### config.mk
export PLATFORM = sky130hd
export DESIGN_NAME = i2s_frame_receiver
export DESIGN_NICKNAME = d
export VERILOG_FILES = /design/src/rtl/i2s_frame_receiver.sv
export SDC_FILE = /design/constraint.sdc
export NUM_CORES = 1
export LEC_CHECK = 0
export ABC_CLOCK_PERIOD_IN_PS = 5140
export BUFFER_PORTS_ARGS = -buffer_cell sky130_fd_sc_hd__buf_2
export CORE_MARGIN = 2
export CORE_UTILIZATION = 61
export CTS_CLUSTER_DIAMETER = 200
export DETAILED_ROUTE_END_ITERATION = 16
export GPL_TIMING_DRIVEN = 0
export PLACE_DENSITY = 0.84
export REMOVE_ABC_BUFFERS = 1
export SKIP_CTS_REPAIR_TIMING = 1
export SLEW_MARGIN = 30
export SYNTH_ARGS = -nofsm -noshare
export SYNTH_HDL_FRONTEND = slang
export SYNTH_SLANG_ARGS = --single-unit
export TNS_END_PERCENT = 5
### constraint.sdc
create_clock -name serial_clk -period 5.14 [get_ports serial_clk]
set_clock_uncertainty 0.05 [all_clocks]
set_input_delay 1.028 -clock serial_clk [delete_from_list [all_inputs] [get_ports serial_clk]]
set_output_delay 1.028 -clock serial_clk [all_outputs]
set_load 0.05 [all_outputs]
### src/rtl/i2s_frame_receiver.sv
// I2S receive deserializer: recovers left/right PCM samples and flags slots of the wrong length.
// Define I2S_RX_ERR_CNT_EN to add a saturating frame-error counter (err_count) with synchronous clear (err_clear).
module i2s_frame_receiver #(
    parameter int unsigned DATA_WIDTH = 16,
    parameter int unsigned SLOT_BITS  = 17
) (
    input  logic                  serial_clk,
    input  logic                  reset,
    input  logic                  ws_in,
    input  logic                  sd_in,
`ifdef I2S_RX_ERR_CNT_EN
    input  logic                  err_clear,
    output logic [7:0]            err_count,
`endif
    output logic [DATA_WIDTH-1:0] left_data,
    output logic [DATA_WIDTH-1:0] right_data,
    output logic                  left_valid,
    output logic                  right_valid,
    output logic                  frame_error,
    output logic                  locked
);

    localparam int unsigned      CNT_W    = 6;
    localparam logic [CNT_W-1:0] CNT_MAX  = '1;
    localparam logic [CNT_W-1:0] CNT_ONE  = CNT_W'(1);
    localparam logic [CNT_W-1:0] SLOT_LEN = CNT_W'(SLOT_BITS);
    localparam logic [CNT_W-1:0] DATA_LEN = CNT_W'(DATA_WIDTH);

    typedef enum logic [1:0] {
        ST_UNLOCKED,
        ST_SHIFT,
        ST_PAD
    } state_e;

    state_e                state_q, state_d;
    logic                  ws_s_q, ws_s_d;
    logic                  sd_s_q, sd_s_d;
    logic                  ws_prev_q, ws_prev_d;
    logic                  chan_q, chan_d;
    logic [CNT_W-1:0]      cnt_q, cnt_d;
    logic [DATA_WIDTH-1:0] shreg_q, shreg_d;
    logic [DATA_WIDTH-1:0] left_data_q, left_data_d;
    logic [DATA_WIDTH-1:0] right_data_q, right_data_d;
    logic                  left_valid_q, left_valid_d;
    logic                  right_valid_q, right_valid_d;
    logic                  frame_error_q, frame_error_d;
    logic                  locked_q, locked_d;
    logic                  ws_edge_c;

    // Slot tracking: chan_q is the channel of the slot currently being received (1 = right).
    always_comb begin
        ws_s_d        = ws_in;
        sd_s_d        = sd_in;
        ws_prev_d     = ws_s_q;
        state_d       = state_q;
        chan_d        = chan_q;
        cnt_d         = (cnt_q == CNT_MAX) ? cnt_q : cnt_q + CNT_ONE;
        shreg_d       = shreg_q;
        left_data_d   = left_data_q;
        right_data_d  = right_data_q;
        left_valid_d  = 1'b0;
        right_valid_d = 1'b0;
        frame_error_d = 1'b0;
        locked_d      = locked_q;
        ws_edge_c     = ws_s_q != ws_prev_q;

        case (state_q)
            ST_UNLOCKED: begin
                if (ws_edge_c && !ws_s_q) begin
                    state_d = ST_SHIFT;
                    chan_d  = 1'b0;
                    cnt_d   = CNT_ONE;
                end
            end
            ST_SHIFT, ST_PAD: begin
                if (ws_edge_c) begin
                    if (cnt_q == SLOT_LEN) begin
                        if (chan_q) begin
                            right_data_d  = shreg_q;
                            right_valid_d = 1'b1;
                        end else begin
                            left_data_d  = shreg_q;
                            left_valid_d = 1'b1;
                        end
                        locked_d = 1'b1;
                    end else begin
                        frame_error_d = 1'b1;
                    end
                    state_d = ST_SHIFT;
                    chan_d  = ws_s_q;
                    cnt_d   = CNT_ONE;
                end else if (cnt_q >= SLOT_LEN) begin
                    // Slot ran past its length with no ws edge: drop lock and reacquire.
                    frame_error_d = 1'b1;
                    locked_d      = 1'b0;
                    state_d       = ST_UNLOCKED;
                end else if (state_q == ST_SHIFT) begin
                    shreg_d = {shreg_q[DATA_WIDTH-2:0], sd_s_q};
                    if (cnt_q == DATA_LEN) begin
                        state_d = ST_PAD;
                    end
                end
            end
            default: state_d = ST_UNLOCKED;
        endcase
    end

`ifdef I2S_RX_ERR_CNT_EN
    logic [7:0] err_count_q, err_count_d;

    // Saturating error counter; clear wins over a coinciding error pulse.
    always_comb begin
        err_count_d = err_count_q;
        if (err_clear) begin
            err_count_d = '0;
        end else if (frame_error_q && (err_count_q != 8'hFF)) begin
            err_count_d = err_count_q + 8'd1;
        end
    end

    assign err_count = err_count_q;
`endif

    always_ff @(posedge serial_clk or negedge reset) begin
        if (!reset) begin
            state_q       <= ST_UNLOCKED;
            ws_s_q        <= 1'b1;
            sd_s_q        <= 1'b0;
            ws_prev_q     <= 1'b1;
            chan_q        <= 1'b0;
            cnt_q         <= '0;
            shreg_q       <= '0;
            left_data_q   <= '0;
            right_data_q  <= '0;
            left_valid_q  <= 1'b0;
            right_valid_q <= 1'b0;
            frame_error_q <= 1'b0;
            locked_q      <= 1'b0;
`ifdef I2S_RX_ERR_CNT_EN
            err_count_q   <= '0;
`endif
        end else begin
            state_q       <= state_d;
            ws_s_q        <= ws_s_d;
            sd_s_q        <= sd_s_d;
            ws_prev_q     <= ws_prev_d;
            chan_q        <= chan_d;
            cnt_q         <= cnt_d;
            shreg_q       <= shreg_d;
            left_data_q   <= left_data_d;
            right_data_q  <= right_data_d;
            left_valid_q  <= left_valid_d;
            right_valid_q <= right_valid_d;
            frame_error_q <= frame_error_d;
            locked_q      <= locked_d;
`ifdef I2S_RX_ERR_CNT_EN
            err_count_q   <= err_count_d;
`endif
        end
    end

    assign left_data   = left_data_q;
    assign right_data  = right_data_q;
    assign left_valid  = left_valid_q;
    assign right_valid = right_valid_q;
    assign frame_error = frame_error_q;
    assign locked      = locked_q;

endmodule

==> key figures <==
STA
  • Fin. Hold Viols: 0
  • Max Slew Vio Count: 0
  • Worst-margin pin slew: 0.793 ns
  • Final-report setup violation count: 0
  • Fin crit period: 2.60 ns
  • Max Freq: 0.385 GHz
  • Final period util: 0.505
  • Setup_tns: 0 ns
  • Slew HR: 0.471
  • RSZ-0062 raised after global routing: false

Routing
  • Vias/cell: 5.63
  • Per-cell routed wire length: 16.1 um
  • Post-DRT Antenna Nets: 0
  • Drt drc: 0
  • Final wirelength: 4790 um
  • Starting DRT DRC Count: 80
  • Vias: 1,678
  • Pre-antenna DRT Iters: 4

Yosys
  • Post-synthesis cell count: 197
  • Largest cells by area after synthesis: dfrtp_1 (56%), mux2_2 (15%), mux2_4 (5.4%)
  • Yosys reg bits: 64
  • Synth Cell Area: 0.00280 mm^2
  • Synth warn: 0
  • Leading area contributor after synthesis: dfrtp_1
  • Top-area cell type share of the netlist area: 0.555
  • Post-synthesis cell type count: 42
  • Synth Area per Inst: 14.2 um^2
  • Seq/Total Area, Yosys: 0.574

Global route
  • Initial antenna violation count: 0
  • Total grt overflow: 0
  • Largest net degree at the start of global routing: 65
  • Via count of the first global-routing pass: 1,680
  • First-pass GRT wire length: 7940 um
  • Gr usage total: 0.207

Run status
  • Outcome: finished, final reports clean

Clock network
  • CTS tree: built
  • Num CTS Buffers: 9
  • Root buf cell: clkbuf_8
  • CTS max path bufs: 2
  • Clk slew on worst S/H paths: 0.07 ns
  • Clock Sinks: 64
  • H-tree depth: 3
  • Insertion delay to the later sink of the worst-skew pair: 0.33 ns

Hold path
  • Hold depth: 0
  • Worst hold path startpoint: ws_prev_d
  • Worst Hold Class: reg -> reg
  • Min-Delay Endpoint: ws_prev_q

Layout
  • Fillers: 292
  • Area grow syn2layout: 16.2%
  • Most common cell after layout, fill and taps aside: dfrtp_1
  • Fraction of layout cells with a size suffix above 1: 0.439
  • Nets: 254
  • Most frequent cells in the layout: dfrtp_1 (62), buf_2 (38), mux2_2 (36)
  • # diodes: 0

Flow run
  • Max-cap violations: 0

Die
  • DIE HEIGHT: 71.7 um
  • Row Count: 24
  • Die area: 0.00514 mm^2
  • Std-Cell Core Area: 0.00438 mm^2
  • Initial core utilization: 0.638
  • Horiz. Die Dim: 71.7 um
  • Boundary pin count: 40

Worst setup path
  • WP data required: 5.31 ns
  • WP depth: 5
  • Startpoint Class: register
  • Start-to-end type of the worst setup path: reg -> reg
  • Highest cell delay on the worst timing path: 0.69 ns
  • Slowest cell on crit path: and3_1
  • Worst r2r src: ws_prev_d
  • R2r endpoint: right_data[12]
  • CP cell instances: inv_1 -> ha_1 -> and3b_2 -> and3_1 -> mux2_2
  • WP buf/inv: 1
  • Worst Setup End Kind: register
  • R2r setup slk: 2.54 ns
  • Setup crit start: ws_prev_d
  • Critical path's top delay family: simple AND/OR/NAND/NOR gates
  • Worst-path maximum fanout: 17
  • R2R cell count: 5
  • Worst EP arrival: 2.77 ns

Pwr
  • Maximum vdd drop: 0.000256 V
  • Leakage power: 1.76 nW
  • Total power: 0.00148 W
  • Power Dens Cells: 455 mW/mm^2

Placement
  • Number of port buffers: 39
  • GP Congestion: 0.757
  • Detail Placement HPWL: 3050 um
==> power by group <==
| group | internal [W] | leakage [nW] | total [W] | switching [W] |
|---|---|---|---|---|
| combinational | 0.000144 | 0.780 | 0.000285 | 0.000141 |
| clock | 0.000336 | 0.124 | 0.000525 | 0.000189 |
| sequential | 0.000581 | 0.855 | 0.000666 | 0.0000851 |
| total | 0.00106 | 1.76 | 0.00148 | 0.000416 |
==> layer usage <==
layer / GRT usage / vias to the layer above / share of wire
met5: 0 / - / 0
met4: 0.107 / 0 / 0.017
met2: 0.323 / 40 / 0.51
met1: 0.267 / 839 / 0.44
met3: 0.0563 / 10 / 0.038
li1: - / 789 / -
==> how the worst max path moves through the flow <==
stage	slack, ns	to
finish	2.54	right_data[12]
global route	2.39	right_data[12]
CTS	2.51	right_data[9]
detailed placement	2.53	right_data[9]
global placement	2.54	right_data[5]
floorplan	2.86	right_data[0]
==> final cells by class <==
class / instances / area, um^2 / share of cell area
Clock buffer: 11 / 141 / 0.0435
Clock inverter: 5 / 104 / 0.0320
Sequential cell: 64 / 1600 / 0.494
Multi-Input combinational cell: 118 / 1100 / 0.339
Tap cell: 52 / 65.1 / 0.0200
Inverter: 9 / 33.8 / 0.0104
Timing Repair Buffer: 39 / 198 / 0.0609
==> state kept, by name (all words and copies together) (netlist names), 2 cells and up <==
register and cells:
cnt_q 6, left_data 16, right_data 16, state_q 2
shreg_q 16
==> cells by family after synthesis <==
family          count (synthesis)  synth area share
compound gates                 24            0.0591
xor+xnor                        1           0.00313
fa+ha+maj                       9            0.0403
buf+inv                        15            0.0318
flops                          64             0.574
mux                            49             0.210
simple gates                   35            0.0815
==> worst register-to-register path: stages (launching register included) <==
cell and delay [ns]:
dfstp_2 0.53, inv_1 0.05, ha_1 0.40, and3b_2 0.34
and3_1 0.69, mux2_2 0.43
==> synthesized netlist by cell type, drive strengths merged <==
cell type	n
nand3b	1
nand2	7
nor3	2
dfstp	2
and3	2
a22o	1
buf	4
clkbuf	2
inv	9
nand2b	3
a22oi	1
and3b	1
xnor2	1
a21oi	5
nand4	1
dfrtp	62
o21ai	7
o31ai	1
a31oi	2
a41o	1
nor3b	1
a211oi	2
o22ai	1
ha	9
or4	1
nor4b	1
or3	1
o211ai	1
nor2b	2
nand3	3
or4b	1
nor2	8
mux2	48
mux2i	1
o221ai	1
a311o	1
==> through the flow <==
stage / worst slack [ns] / area, um^2 / util / hold slack (ns) / cells
after detailed placement: 2.53 / 3000 / 0.685 / 0.308 / 282
after global placement: 2.54 / 3000 / 0.684 / 0.306 / 282
final: 2.54 / 3250 / 0.741 / 0.318 / 298
after CTS: 2.51 / 3250 / 0.741 / 0.320 / 298
after global routing: 2.39 / 3250 / 0.741 / 0.327 / 298
after floorplan: 2.86 / 2740 / - / 0.304 / 191
No activity file was read; power rests on OpenSTA's default activity.
